[src/rtl/hazard_pkg.sv]
// rtl/hazard_pkg.sv - shared types and constants for the pipeline hazard controller
//
// Purpose : FSM state encoding and stall-length constants used by
//           hazard_detect and pipe_hazard_ctrl.
// Contents: state_t  - controller state (ST_RUN, ST_STALL)
//           REG_ZERO - register index that never carries a dependency
//           L_NONE, L_LOADUSE, L_JR_LOAD_EX - stall lengths in cycles

package hazard_pkg;

  typedef enum logic {
    ST_RUN   = 1'b0,
    ST_STALL = 1'b1
  } state_t;

  localparam int       REG_ZERO     = 0;
  localparam bit [1:0] L_NONE       = 2'd0;
  localparam bit [1:0] L_LOADUSE    = 2'd1;
  localparam bit [1:0] L_JR_LOAD_EX = 2'd2;

  // Larger of two stall lengths; overlapping hazards resolve to the longest one.
  function automatic logic [1:0] max_len(input logic [1:0] a, input logic [1:0] b);
    return (a > b) ? a : b;
  endfunction

endpackage

[src/rtl/hazard_detect.sv]
// rtl/hazard_detect.sv - combinational stall-length detector for the ID stage
//
// Purpose : Computes how many cycles the ID instruction must wait for its
//           operands (0..2), from ID source use and EX/MEM destinations.
// Ports   : i_id_rs, i_id_rt         ID source register indices
//           i_id_use_rs, i_id_use_rt ID instruction reads rs / rt
//           i_id_jr                  JR in ID (target read in ID, no EX forwarding)
//           i_ex_reg_write           ID/EX instruction writes a register
//           i_ex_mem_read            ID/EX instruction is a load
//           i_ex_dst                 ID/EX destination register
//           i_mem_mem_read           EX/MEM instruction is a load
//           i_mem_dst                EX/MEM destination register
//           o_len                    required stall length in cycles

module hazard_detect
  import hazard_pkg::*;
#(
  parameter int REG_W = 5
) (
  input  logic [REG_W-1:0] i_id_rs,
  input  logic [REG_W-1:0] i_id_rt,
  input  logic             i_id_use_rs,
  input  logic             i_id_use_rt,
  input  logic             i_id_jr,
  input  logic             i_ex_reg_write,
  input  logic             i_ex_mem_read,
  input  logic [REG_W-1:0] i_ex_dst,
  input  logic             i_mem_mem_read,
  input  logic [REG_W-1:0] i_mem_dst,
  output logic [1:0]       o_len
);

  logic w_ex_dst_live;
  logic w_mem_dst_live;
  logic w_load_use;
  logic w_jr_ex;
  logic w_jr_mem;

  // Writes to register 0 are discarded, so they never create a dependency.
  assign w_ex_dst_live  = (i_ex_dst  != REG_W'(REG_ZERO));
  assign w_mem_dst_live = (i_mem_dst != REG_W'(REG_ZERO));

  // A load's data is only forwardable from MEM onward, so one bubble suffices.
  assign w_load_use = i_ex_mem_read && w_ex_dst_live &&
                      ((i_id_use_rs && (i_ex_dst == i_id_rs)) ||
                       (i_id_use_rt && (i_ex_dst == i_id_rt)));

  // JR consumes rs in ID itself, so any producer still in EX must drain first.
  assign w_jr_ex  = i_id_jr && i_ex_reg_write && w_ex_dst_live && (i_ex_dst == i_id_rs);
  assign w_jr_mem = i_id_jr && i_mem_mem_read && w_mem_dst_live && (i_mem_dst == i_id_rs);

  always_comb begin
    o_len = L_NONE;
    if (w_load_use) begin
      o_len = max_len(o_len, L_LOADUSE);
    end
    if (w_jr_ex) begin
      o_len = max_len(o_len, i_ex_mem_read ? L_JR_LOAD_EX : L_LOADUSE);
    end
    if (w_jr_mem) begin
      o_len = max_len(o_len, L_LOADUSE);
    end
  end

endmodule

[src/rtl/pipe_hazard_ctrl.sv]
// rtl/pipe_hazard_ctrl.sv - hazard and flow controller for the 5-stage MIPS pipeline
//
// Purpose : Drives PC / IF/ID / ID/EX controls for load-use and JR operand
//           stalls, J/JAL/JR squash, and taken-BEQ flush. Outputs are Mealy.
// Build   : define HAZARD_STATS_EN to add the stall_cycles / flush_count
//           statistics counters (and the CNT_W parameter).
// Ports   : CLK, Reset                 clock, synchronous active-high reset
//           id_rs, id_rt, id_use_rs, id_use_rt, id_jump, id_jr   ID fields
//           ex_reg_write, ex_mem_read, ex_dst                    ID/EX state
//           mem_mem_read, mem_dst                                EX/MEM state
//           ex_branch_taken            BEQ resolved taken in EX
//           pc_write, ifid_write       PC / IF/ID load enables
//           ifid_flush                 clear IF/ID to NOP
//           idex_bubble                zero ID/EX control fields
//           stall_cycles, flush_count  statistics (HAZARD_STATS_EN only)

module pipe_hazard_ctrl
  import hazard_pkg::*;
#(
  parameter int REG_W = 5
`ifdef HAZARD_STATS_EN
  , parameter int CNT_W = 32
`endif
) (
  input  logic             CLK,
  input  logic             Reset,
  input  logic [REG_W-1:0] id_rs,
  input  logic [REG_W-1:0] id_rt,
  input  logic             id_use_rs,
  input  logic             id_use_rt,
  input  logic             id_jump,
  input  logic             id_jr,
  input  logic             ex_reg_write,
  input  logic             ex_mem_read,
  input  logic [REG_W-1:0] ex_dst,
  input  logic             mem_mem_read,
  input  logic [REG_W-1:0] mem_dst,
  input  logic             ex_branch_taken,
  output logic             pc_write,
  output logic             ifid_write,
  output logic             ifid_flush,
  output logic             idex_bubble
`ifdef HAZARD_STATS_EN
  , output logic [CNT_W-1:0] stall_cycles
  , output logic [CNT_W-1:0] flush_count
`endif
);

  state_t     r_state;
  logic [1:0] r_rem;
  logic [1:0] w_len;
  logic       w_squash;

  hazard_detect #(
    .REG_W (REG_W)
  ) u_detect (
    .i_id_rs        (id_rs),
    .i_id_rt        (id_rt),
    .i_id_use_rs    (id_use_rs),
    .i_id_use_rt    (id_use_rt),
    .i_id_jr        (id_jr),
    .i_ex_reg_write (ex_reg_write),
    .i_ex_mem_read  (ex_mem_read),
    .i_ex_dst       (ex_dst),
    .i_mem_mem_read (mem_mem_read),
    .i_mem_dst      (mem_dst),
    .o_len          (w_len)
  );

  // Squash only when the jump actually leaves ID this cycle (no branch, no stall).
  assign w_squash = !Reset && !ex_branch_taken && (r_state == ST_RUN) &&
                    (w_len == L_NONE) && (id_jump || id_jr);

  always_comb begin
    pc_write    = 1'b1;
    ifid_write  = 1'b1;
    ifid_flush  = 1'b0;
    idex_bubble = 1'b0;
    if (Reset) begin
      pc_write    = 1'b0;
      ifid_write  = 1'b0;
      ifid_flush  = 1'b1;
      idex_bubble = 1'b1;
    end else if (ex_branch_taken) begin
      // Both the IF/ID and ID/EX instructions are on the wrong path.
      ifid_flush  = 1'b1;
      idex_bubble = 1'b1;
    end else if ((r_state == ST_STALL) || (w_len != L_NONE)) begin
      pc_write    = 1'b0;
      ifid_write  = 1'b0;
      idex_bubble = 1'b1;
    end else if (w_squash) begin
      ifid_flush  = 1'b1;
    end
  end

  // Only a 2-cycle stall needs the STALL state; a 1-cycle stall is fully
  // covered by the RUN cycle itself and the hazard clears by the next cycle.
  always_ff @(posedge CLK) begin
    if (Reset) begin
      r_state <= ST_RUN;
      r_rem   <= 2'd0;
    end else if (ex_branch_taken) begin
      r_state <= ST_RUN;
      r_rem   <= 2'd0;
    end else if (r_state == ST_STALL) begin
      if (r_rem <= 2'd1) begin
        r_state <= ST_RUN;
        r_rem   <= 2'd0;
      end else begin
        r_rem   <= r_rem - 2'd1;
      end
    end else if (w_len > L_LOADUSE) begin
      r_state <= ST_STALL;
      r_rem   <= w_len - 2'd1;
    end
  end

`ifdef HAZARD_STATS_EN
  logic [CNT_W-1:0] r_stall_cycles;
  logic [CNT_W-1:0] r_flush_count;

  always_ff @(posedge CLK) begin
    if (Reset) begin
      r_stall_cycles <= '0;
      r_flush_count  <= '0;
    end else begin
      if (!pc_write) begin
        r_stall_cycles <= r_stall_cycles + 1'b1;
      end
      if (ex_branch_taken || w_squash) begin
        r_flush_count <= r_flush_count + 1'b1;
      end
    end
  end

  assign stall_cycles = r_stall_cycles;
  assign flush_count  = r_flush_count;
`endif

endmodule

[config.mk]
export PLATFORM = sky130hd
export DESIGN_NAME = pipe_hazard_ctrl
export DESIGN_NICKNAME = d
export VERILOG_FILES = /design/src/rtl/hazard_pkg.sv /design/src/rtl/hazard_detect.sv /design/src/rtl/pipe_hazard_ctrl.sv
export SDC_FILE = /design/constraint.sdc
export NUM_CORES = 1
export LEC_CHECK = 0
export ABC_AREA = 1
export CORE_UTILIZATION = 30
export CTS_CLUSTER_SIZE = 14
export DETAILED_ROUTE_END_ITERATION = 7
export PLACE_DENSITY = 0.75
export SYNTH_ARGS = -nofsm -noshare
export SYNTH_HDL_FRONTEND = slang
export SYNTH_HIERARCHICAL = 1
export SYNTH_SLANG_ARGS = --single-unit
[constraint.sdc]
create_clock -name CLK -period 2.3 [get_ports CLK]
set_input_delay 0.345 -clock CLK [delete_from_list [all_inputs] [get_ports CLK]]
set_output_delay 0.345 -clock CLK [all_outputs]
set_load 0.02 [all_outputs]
==> metrics.md, run 1 <==
| Metric | Value |
|---|---|
| Number of buffers created by CTS | `3` |
| Final min period | `2.208 ns` |
| First-pass GRT wire length | `2760 µm` |
| Avg Vias per Cell | `~4.3` |
| Lkg Pwr | `0.6308 nW` |
| Area Growth Syn to Fin | `93.16%` |
| Clock sink count | `3` |
| Dpl ws | `-0.7142 ns` |
| Die Width | `about 45 µm` |
| Worst Hold Launch | `r_rem[1]` |
| Drt drc | `0` |
| Pin count of the biggest net entering global routing | `7` |
| Wirelength, routed | `roughly 1900 µm` |
| Status | `completed` |
| Post-Layout Cell Count | `about 190` |
| Initial antenna violation count | `0` |
| Fin nets | `202` |
| Final hold vios | `0` |
| Arrival time worst endpoint | `roughly 1.9 ns` |
| Sequential fraction of the synthesis area | `10.60%` |
| Critical path type | `in2out` |
| DRT Pass-1 Iters | `4` |
| N_diodes | `0` |
| Most frequent cells in the layout | `nand2_1, buf_4, nor2_1` |
| Placement-stage cell area | `1003 µm²` |
| Number of buffers inserted by port buffering | `33` |
| Antenna violation net count after detailed routing | `0` |
| Placed cell count | `182` |
| Mean Syn Cell Area | `just under 5 µm²` |
| Worst setup path start | `ex_reg_write` |
| Power density cells | `259.0 nW/µm²` |
| Grt total ovfl | `0` |
| Pwr Total | `283.6 µW` |
| Synthesized area | `566.8 µm²` |
| GRT Total Usage | `18.14%` |
| Layout cell share with drive strength beyond 1 | `around a third` |
| Longest Clk Path Bufs | `2` |
| Design area | `1095 µm²` |
| Register area | `60.06 µm²` |
| Vias | `833` |
| RD Place Congestion | `around 0.8` |
| Commonest non-fill, non-tap cell in the layout | `nand2_1` |
| Crit share post-route | `96.02%` |
| # fillers | `between 150 and 200` |
| Worst setup EP type | `output port` |
| Worst IR Drop VDD | `0.2611 mV` |
| H-tree depth | `1` |
| Cell Chain, Critical Path | `clkdlybuf4s50_1 -> nand3_2 -> nor3b_2 -> buf_4 -> inv_1 -> ha_4 -> nand2_2 -> o21ai_1 -> buf_4` |
| Max-slew headroom | `84.18%` |
| Slew Limit Fails | `0` |
| Die Y | `between 40 and 50 µm` |
| I/O Pins | `34` |
| Setup-failing EPs final | `0` |
| HP Class | `reg2reg` |
| Vias in the first global route | `just over 700` |
| Final worst setup slack | `0.09165 ns` |
| Clock skew | `around 0.0036 ns` |
| Worst-path fanout max | `3` |
| Slowest CP cell | `clkdlybuf4s50_1` |
| Syn_nets | `146` |
| Yosys cell types | `19` |
| Synth Warn # | `6` |
| Die area | `just over 2000 µm²` |
| Root buffer cell | `clkbuf_4` |
| Crit path largest cell delay | `about 0.47 ns` |
| Rows | `15` |
| Initial DRC Count | `18` |
| Post-DR wirelength/cell | `9.629 µm` |
| R2r startpoint | `r_state` |
| DP HPWL | `1430 µm` |
| Initial core utilization | `32.47%` |
| Max-cap violations | `0` |
| Crit start category | `input port` |
| Synth Instances | `~110` |
| WP data required | `around 2.0 ns` |
| Slew @ Worst Pin | `0.2364 ns` |
| Area occupied by multi-input gates | `about 460 µm²` |
| Clock transition at path regs | `roughly 0.040 ns` |
| Fmax | `0.4528 GHz` |
| Latest clock arrival within the worst-skew pair | `0.23 ns` |
| Most numerous cell on the critical path | `buf_4` |
| TritonCTS clock tree | `done` |
| #FFs+latches synth | `3` |
| Core area | `1745 µm²` |
==> metrics by stage <==
stage	util, %	setup TNS [ns]	hold slack [ns]
CTS	61.08	0	0.4845
finish	62.72	0	0.4807
global placement	57.49	-2.930	0.4773
floorplan	-	0	0.4581
global route	62.72	-0.01820	0.5251
detailed placement	57.49	-3.196	0.4858
==> layout make-up <==
class / count / share of cell area (%)
clock buffers: 4 / 2.400
inverters: 22 / 7.543
multi-input cells: 88 / 42.06
flip-flops and latches: 3 / 5.486
well taps: 25 / 2.857
repair buffers: 52 / 39.66
==> repair_timing <==
item                       CTS  global route
setup buffers                7             1
cloned                       0             0
setup endpoints to repair    4             5
hold buffers                 0             0
resized for setup           44            36
pin swaps                   17            14
==> final timing paths <==
kind | end | slack [ns] | cells after the start
max reg2reg | r_rem[1] | 1.42 | 5
min reg2reg | r_state | 0.48 | 2
min | r_state | 0.48 | 2
max | ifid_flush | 0.09 | 9
==> worst max-delay path: cells and delay by family <==
| kind | cells | cell delay, ns |
|---|---|---|
| adders and majority gates | 1 | 0.16 |
| AOI/OAI and AO/OA | 1 | 0.07 |
| and+or+nand+nor | 3 | 0.42 |
| buffers and inverters | 4 | 0.87 |
==> cell families (layout without fill, tap and decap cells) <==
group                    after synthesis  count (layout)  synth area share, %
AO/OA/AOI/OAI                          9               9                9.271
XOR/XNOR                               2               2                3.091
adder cells (fa/ha/maj)                2               2                4.414
buffers and inverters                 23              78                15.89
flip-flops                             3               3                10.60
AND/OR/NAND/NOR                       75              75                56.73
==> layer usage <==
layer  track usage, %  vias up  share of wire [%]
met4            5.455        0                  0
met1            22.75      356                 43
met3            1.190        0                2.3
met2            32.57       16                 54
li1                 -      461                  -
met5                0        -                  0
==> power breakdown <==
group          switching [mW]  internal [mW]
Sequential           0.000143         0.0525
Clock                  0.0231         0.0647
Combinational          0.0662         0.0769
==> flip-flops by register name, summed over array words and instances, names as in the netlist <==
signal / count
r_rem: 2
r_state: 1
==> synth_stat cells <==
master | number | area [µm²]
xnor2_1 | 1 | 8.760
nand3_1 | 9 | 45.04
dfxtp_1 | 3 | 60.06
inv_1 | 18 | 67.56
a21oi_1 | 3 | 15.01
nand2_1 | 40 | 150.1
nand3_2 | 1 | 10.01
xor2_1 | 1 | 8.760
nand2_2 | 1 | 6.260
nor2_2 | 2 | 12.51
nor3b_2 | 1 | 12.51
a21oi_2 | 2 | 17.52
o21ai_0 | 4 | 20.02
nand4_1 | 2 | 12.51
nor2_1 | 18 | 67.56
buf_4 | 1 | 7.510
nor3_1 | 1 | 5.000
ha_1 | 2 | 25.02
inv_2 | 4 | 15.01
No activity file was read; power rests on OpenSTA's default activity.
==> run 2, diff against run 1 <==
- CTS_BUF_LIST: unset -> sky130_fd_sc_hd__clkbuf_16
==> run 2 against run 1 <==
Clock skew is 0.0032 ns lower. Worst hold slack improved by 0.0071 ns. Register-to-register slack is essentially flat. Design area up 3.9%. Count of clock-buffer cells in the layout shrank 1. Non-clock buffer count unchanged. Setup slack improved by 0.0039 ns. Wire length hardly changed. First-iteration DRC count decreased by 5.6%. Core utilization grew 2.4 points. Via count shrank 0.96%.
==> metrics.md, run 2 (same netlist as run 1, synthesis figures left out) <==
| Metric | Value |
|---|---|
| Worst IR Drop VDD | `0.7210 mV (+180%)` |
| Delay-heaviest family, CP | `buffers and inverters` |
| Final min period | `2.204 ns (-0.003923 ns)` |
| GRT Total Usage | `17.81% (-0.33 points)` |
| Number of buffers inserted by port buffering | `33 (unchanged)` |
| Fmax | `0.4536 GHz (+0.18%)` |
| Antenna violation net count after detailed routing | `0 (unchanged)` |
| Path depth of the worst reg2reg path | `5 (unchanged)` |
| Critical path type | `in2out` |
| WP buf/inv | `4 (unchanged)` |
| DRT Pass-1 Iters | `4 (unchanged)` |
| Max-cap violations | `0 (unchanged)` |
| WP data required | `1.96 ns (about the same)` |
| Final hold vios | `0 (unchanged)` |
| Cell Chain, Critical Path | `clkdlybuf4s50_1 -> nand3_2 -> nor3b_2 -> buf_4 -> inv_1 -> ha_2 -> nand2_2 -> o21ai_1 -> buf_4` |
| Post-DR wirelength/cell | `9.624 µm (about the same)` |
| Rows | `15 (unchanged)` |
| Crit path largest cell delay | `0.47 ns (about the same)` |
| Worst hold margin | `0.4878 ns (+0.007145 ns)` |
| Max reg flops | `2 (unchanged)` |
| Placed cell count | `182 (unchanged)` |
| Grt total ovfl | `0 (unchanged)` |
| Root buffer cell | `clkbuf_16` |
| Worst setup path start | `ex_reg_write` |
| Crit share post-route | `95.84% (-0.17 points)` |
| Max-slew headroom | `84.48% (+0.30 points)` |
| Pwr Total | `459.1 µW (+62%)` |
| Commonest non-fill, non-tap cell in the layout | `nand2_1` |
| Drt drc | `0 (unchanged)` |
| Clock transition at path regs | `0.03 ns (about the same)` |
| Clock skew | `0.0004003 ns (-0.003245 ns)` |
| First-pass GRT wire length | `2739 µm (-0.76%)` |
| DP HPWL | `1430 µm (unchanged)` |
| H-tree depth | `1 (unchanged)` |
| Crit start category | `input port` |
| Latest clock arrival within the worst-skew pair | `0.22 ns (about the same)` |
| Vias in the first global route | `708 (-1.5%)` |
| Die Y | `45.47 µm (unchanged)` |
| Setup-failing EPs final | `0 (unchanged)` |
| TritonCTS clock tree | `done` |
| Initial DRC Count | `17 (-1)` |
| RD Place Congestion | `0.8015 (unchanged)` |
| Post-Layout Cell Count | `194 (unchanged)` |
| HP Class | `reg2reg` |
| Slowest CP cell | `clkdlybuf4s50_1` |
| Most flops, register | `r_rem` |
| Most frequent cells in the layout | `nand2_1, buf_4, nor2_1` |
| Worst setup EP type | `output port` |
| Die Width | `45.47 µm (unchanged)` |
| Top Registers | `r_rem: 2 flops, r_state: 1 flops` |
| Layout cell share with drive strength beyond 1 | `33.73% (unchanged)` |
| Power density cells | `403.6 nW/µm² (+56%)` |
| N_diodes | `0 (unchanged)` |
| Die area | `2067 µm² (unchanged)` |
| Slew Limit Fails | `0 (unchanged)` |
| Area Growth Syn to Fin | `100.7%` |
| Longest Clk Path Bufs | `2 (unchanged)` |
| CP Capture Point | `ifid_flush` |
| Vias | `825 (-0.96%)` |
| Pin count of the biggest net entering global routing | `7 (unchanged)` |
| Slew @ Worst Pin | `0.2319 ns (-0.004460 ns)` |
| Initial antenna violation count | `0 (unchanged)` |
| Worst-path fanout max | `3 (unchanged)` |
| Crit. path cell count | `9 (unchanged)` |
| Number of buffers created by CTS | `3 (unchanged)` |
| Initial core utilization | `32.47% (unchanged)` |
| Clock sink count | `3 (unchanged)` |
| Status | `completed` |
| Fin nets | `202 (unchanged)` |
| Wirelength, routed | `1867 µm (about the same)` |
| R2R Setup Slk | `1.43 ns (about the same)` |
| Lkg Pwr | `0.6558 nW (+4.0%)` |
| Reg2reg end | `r_rem[1]` |
| Most numerous cell on the critical path | `buf_4` |
| Arrival time worst endpoint | `1.86 ns (about the same)` |
| Core area | `1745 µm² (unchanged)` |
| Avg Vias per Cell | `4.253 (-0.96%)` |
| I/O Pins | `34 (unchanged)` |
| R2r startpoint | `r_state` |
## run 2: routing by layer
metal | up-vias | GRT usage [%] | wire [µm]
met1 | 348 | 22.51 | 843
met2 | 18 | 32.57 | 978
li1 | 459 | - | -
met5 | - | 0 | 0
met3 | 0 | 2.381 | 45
met4 | 0 | 1.818 | 0
## run 2: layout make-up
type	count	area, µm²
Clock buffer	3	75.07
Clock inverter	1	3.754
Fill cell	171	608.1
Inverter	22	82.58
Multi-Input combinational cell	88	450.4
Sequential cell	3	60.06
Tap cell	25	31.28
Timing Repair Buffer	52	434.2
## run 2: worst register-to-register path, stage by stage, from the launching register on
cell,delay (ns)
dfxtp_1,0.38
inv_2,0.10
nand2_2,0.10
inv_1,0.04
nor2_1,0.09
nor2_1,0.05
## run 2: how the worst min path moves through the flow
| stage | from | to | cells past startpoint |
|---|---|---|---|
| after floorplan | r_rem[1] | r_state | 2 |
| after global placement | r_rem[1] | r_state | 2 |
| after detailed placement | r_rem[1] | r_state | 2 |
| after CTS | r_rem[1] | r_state | 2 |
| after global routing | r_rem[1] | r_state | 2 |
| final | r_rem[1] | r_state | 2 |
## run 2: through the flow
step                      instance area (µm²)  util (%)  worst slack [ns]  setup TNS, ns
after floorplan                         566.8         -           0.03183              0
after global placement                   1003     57.49           -0.6727         -2.930
after detailed placement                 1003     57.49           -0.7142         -3.196
after CTS                                1119     64.09          0.002147              0
after global routing                     1137     65.16          -0.01720       -0.01951
final                                    1137     65.16           0.09558              0
## run 2: what timing repair did
action                     CTS  global route
hold buffers                 0             0
setup endpoints to repair    4             5
resized for setup           44            35
pin swaps                   17            17
buffers inserted             7             1
## run 2: power by group
group          switching [mW]  total [mW]  internal [mW]
clock                  0.0406       0.264          0.224
combinational          0.0659       0.142         0.0763
sequential           0.000141      0.0527         0.0526
total                   0.107       0.459          0.352
==> patch 1 (flow settings as in run 1) <==
`REG_W` is set to 5 in 2 places; all go to 6.
--- a/src/rtl/hazard_detect.sv
+++ b/src/rtl/hazard_detect.sv
@@ -15,7 +15,7 @@
 module hazard_detect
   import hazard_pkg::*;
 #(
-  parameter int REG_W = 5
+  parameter int REG_W = 6
 ) (
   input  logic [REG_W-1:0] i_id_rs,
   input  logic [REG_W-1:0] i_id_rt,
--- a/src/rtl/pipe_hazard_ctrl.sv
+++ b/src/rtl/pipe_hazard_ctrl.sv
@@ -17,7 +17,7 @@
 module pipe_hazard_ctrl
   import hazard_pkg::*;
 #(
-  parameter int REG_W = 5
+  parameter int REG_W = 6
 `ifdef HAZARD_STATS_EN
   , parameter int CNT_W = 32
 `endif
Ports: changed (resized ex_dst, id_rs, id_rt and mem_dst); port bits go from 34 to 38. No check against the original RTL was run, so the function may have changed too.
==> patch 1 against run 1 <==
Design area up 1.0%; routed wire length up 11%; synthesized cell count up 19%; sequential cell count unchanged; worst setup slack worse by 0.00053 ns; highest routed layer is now met4; die area up 15%; register-to-register slack about the same; clock power up 5.0%; total power down 0.17%; area after synthesis up 16%.
==> patch 1: results (changes against run 1) <==
stage;metric;value;unit;change
outcome;status;completed;;
grt;met2_usage;0.331;;+0.00530
detailed_routing;num_vias;961;;+15%
cts;clk_latency;0.24;ns;
place;dp.cells;207;;+14%
grt;grt_use_met3;0.0405;;+0.0286
critical_path;cpMaxStageDelayCell;clkdlybuf4s50_1;;
yosys;synth-xor-area-share;0.0133;;-0.0176
detailed_routing;routedWlPerCell;9.68;microns;+0.55%
sta;finalClockSkew;0.00852;ns;+0.00488 ns
grt;grt_pass1_vias;892;;+24%
grt;grt_pass1_wl;3.54;mm;+28%
detailed_routing;dr.first_iter.drc_count;15;;-3
cts;cts_buffer_depth;2;;unchanged
power;peakVddDrop;225;uV;-14%
place;gp_congestion;0.837;;+4.4%
critical_path;critPathMaxFanout;2;;-1
cts;numCtsBuffers;3;;unchanged
cts;clk_pin_slew;0.04;ns;about the same
place;io_buffers;37;;+12%
cells_and_area;final_nets;224;;+11%
yosys;async_reset_ff_frac;0;;unchanged
detailed_routing;drtPass1Iterations;5;;+1
yosys;synth_fa_ha_area_frac;0.0381;;-0.00605
grt;use_met1;0.238;;+0.0102
yosys;synth_cells;136;;+19%
grt;track_usage;0.186;;+0.00502
yosys;synth_nets;172;;+18%
yosys;yosys-top-cells-area;nand2_1, inv_1, dfxtp_1;;
sta;slew_headroom;0.817;;-0.0251
cts;cts_root_buf;clkbuf_4;;
yosys;muxShareOfSynthArea;0;;unchanged
yosys;synth_compound_area_frac;0.0800;;-0.0127
yosys;synth_seq_area_share;0.0914;;-0.0145
cells_and_area;drive_gt1_frac;0.273;;-0.0646
place;place_area;1110;sq um;+11%
critical_path;arrival;1.86;ns;about the same
detailed_routing;wl;2.07;mm;+11%
yosys;synth_common_cells;nand2_1, inv_1, nor2_1;;
place;post-dp-hpwl;1.68;mm;+18%
power;leakage;0.637;nW;+0.97%
cts;htreeDepth;1;;unchanged
[patch 1: cells by family (layout without fill, tap and decap cells)]
kind of cell	count (synthesis)	count (layout)
buf+inv	32	83
simple gates	89	89
flops	3	3
fa+ha+maj	2	2
compound gates	9	9
xor+xnor	1	1
[patch 1: path summary, 6_finish.rpt]
check	startpoint	end	slack [ns]	cells after the start
max	id_use_rt	ifid_flush	0.09	12
min	r_rem[1]	r_state	0.51	2
max reg2reg	r_state	r_rem[1]	1.42	5
min reg2reg	r_rem[1]	r_state	0.51	2
[patch 1: through the flow]
step                setup WS [ns]  total power, mW
finish                     0.0911            0.283
global route              0.00515            0.308
CTS                       0.00221            0.285
detailed placement         -0.721            0.204
global placement           -0.653            0.202
floorplan                  0.0531            0.115
[patch 1: area by class of cell]
type | count | area (sq um)
Inverter | 31 | 116
Sequential cell | 3 | 60.1
Tap cell | 27 | 33.8
Fill cell | 209 | 896
Clock buffer | 4 | 26.3
Multi-Input combinational cell | 101 | 502
Timing Repair Buffer | 48 | 368
[patch 1: tightest hold or removal path, stage by stage (launching register included)]
cell	delay, ns
dfxtp_1	0.33
nand2_1	0.06
a21oi_1	0.06
[patch 1: power by group]
group          total, mW  internal [mW]  leakage, nW  switching (mW)
combinational      0.138         0.0678        0.598          0.0705
sequential        0.0526         0.0525       0.0242        0.000104
clock             0.0922         0.0649       0.0150          0.0272
total              0.283          0.185        0.637          0.0978
[patch 1: routing by layer]
layer | vias up | routed length [microns]
li1 | 512 | -
met1 | 417 | 941
met2 | 30 | 1030
met3 | 2 | 92
met4 | 0 | 6
met5 | - | 0
[patch 1: repair_timing]
item | CTS | global route
setup buffers | 2 | 1
pin swaps | 16 | 12
gates resized for setup | 51 | 30
setup endpoints to repair | 4 | 5
hold buffers | 0 | 0
==> patch 2 (flow settings as in run 1) <==
Without the edit above. Add an input register stage for `ex_dst`, with the module's reset; this delays it by one clock. The other inputs are not delayed to match.
--- a/src/rtl/pipe_hazard_ctrl.sv
+++ b/src/rtl/pipe_hazard_ctrl.sv
@@ -46,6 +46,16 @@
 `endif
 );
 
+  logic [REG_W-1:0] ex_dst_q;
+
+  always_ff @(posedge CLK) begin
+    if (Reset) begin
+      ex_dst_q <= '0;
+    end else begin
+      ex_dst_q <= ex_dst;
+    end
+  end
+
   state_t     r_state;
   logic [1:0] r_rem;
   logic [1:0] w_len;
@@ -61,7 +71,7 @@
     .i_id_jr        (id_jr),
     .i_ex_reg_write (ex_reg_write),
     .i_ex_mem_read  (ex_mem_read),
-    .i_ex_dst       (ex_dst),
+    .i_ex_dst       (ex_dst_q),
     .i_mem_mem_read (mem_mem_read),
     .i_mem_dst      (mem_dst),
     .o_len          (w_len)
Function: changed (Yosys sat finds a counterexample within 4 cycles, from zero or initial values and one cycle with Reset high).
==> patch 2 against run 1 <==
Worst hold slack better by 0.069 ns; largest power group unchanged; global-route usage decreased by 1.2 points; worst setup slack worse by 0.085 ns; routed wire length rose by 25%; highest routed layer is now met4; sequential cell count rose by 5; register-to-register slack worse by 1.3 ns; design area up 23%; area after synthesis grew 30%; final cell count is 11% higher; maximum frequency fell by 3.7%; total power up 47%; clock power is 16% higher.
==> patch 2: results (changes against run 1) <==
stage;metric;value;unit;change
outcome;status;completed;;
yosys;synth_fa_ha_area_frac;0.0338;;-0.0103
grt;grt_max_degree;10;;+3
grt;grt_use_met3;0.0117;;-0.000209
cells_and_area;multi_input_area;527;sq um;+14%
cells_and_area;signal_buffer_area_fraction;0.358;;-0.0384
cells_and_area;multi_input_gates;93;;+5.7%
critical_path;slowest_delay;0.36;ns;-0.11 ns
critical_path;arrival;1.95;ns;+0.09 ns
cts;clk_latency;0.25;ns;+0.02 ns
critical_path;crit_family;simple AND/OR/NAND/NOR gates;;
place;place_area;1190;sq um;+19%
cells_and_area;nNonClkBuffers;55;;+5.8%
detailed_routing;wl;2.33;mm;+25%
detailed_routing;wl_met3;113;microns;+160%
critical_path;cpMaxStageDelayCell;dfxtp_4;;
cells_and_area;stdcell_area;1350;sq um;+23%
detailed_routing;dr.first_iter.drc_count;7;;-11
cells_and_area;clk_share;0.0167;;-0.00726
power;leakage;0.709;nW;+12%
grt;grt_pass1_wl;3.42;mm;+24%
yosys;synth_seq_area_share;0.217;;+0.111
yosys;yosys-top-cells-area;dfxtp_1, nand2_1, inv_1;;
yosys;synth-xor-area-share;0.0237;;-0.00722
place;place_ws;-0.753;ns;-0.0384 ns
detailed_routing;highest_layer;met4;;
grt;grt_pass1_vias;875;;+22%
detailed_routing;via_per_inst;4.53;;+5.4%
cells_and_area;reg_top3;ex_dst_q x5, r_rem x2, r_state x1;;
grt;track_usage;0.170;;-0.0118
cells_and_area;post-route-util;0.591;;-0.0363
grt;use_met1;0.189;;-0.0383
yosys;synth_nets;162;;+11%
cells_and_area;seq_cell_count;8;;+5
yosys;synth_common_cells;nand2_1, inv_1, nor2_1;;
cells_and_area;regArea;171;sq um;+190%
detailed_routing;wirelength_met1;951;microns;+18%
grt;met2_usage;0.320;;-0.00537
place;gp_congestion;0.805;;+0.42%
sta;tightest_slew;0.253;ns;+0.0164 ns
sta;finalClockSkew;0.000498;ns;-0.00315 ns
place;dp.cells;203;;+12%
power;peakVddDrop;252;uV;-3.3%
detailed_routing;wl_met2;1.25;mm;+23%
critical_path;critPathMaxFanout;4;;+1
yosys;ys_types;23;;+4
yosys;synth.avg_cell_area;5.69;sq um;+14%
detailed_routing;num_vias;973;;+17%
cells_and_area;drive_gt1_frac;0.374;;+0.0371
yosys;synth_compound_area_frac;0.0863;;-0.00642
cts;cts_resized;51;;+16%
cells_and_area;inverters_excl_clock;28;;+27%
place;post-dp-hpwl;1.67;mm;+17%
patch 2: power by group:
part | internal, mW | switching (mW) | leakage, nW
combinational | 0.0916 | 0.0750 | 0.627
sequential | 0.144 | 0.00548 | 0.0678
clock | 0.0593 | 0.0423 | 0.0138
patch 2: cell families (layout without fill, tap and decap cells):
group                    after synthesis  in the layout
adder cells (fa/ha/maj)                2              2
XOR/XNOR                               2              2
flip-flops                             8              8
AO/OA/AOI/OAI                          9              9
buffers and inverters                 29             86
AND/OR/NAND/NOR                       80             80
patch 2: path summary, 6_finish.rpt:
kind	start	endpoint	slack, ns	depth (start not counted)
max	ex_dst_q[0]	pc_write	0.006	12
min	r_rem[1]	r_rem[1]	0.55	2
max reg2reg	ex_dst_q[3]	r_rem[0]	0.07	18
min reg2reg	r_rem[1]	r_rem[1]	0.55	2
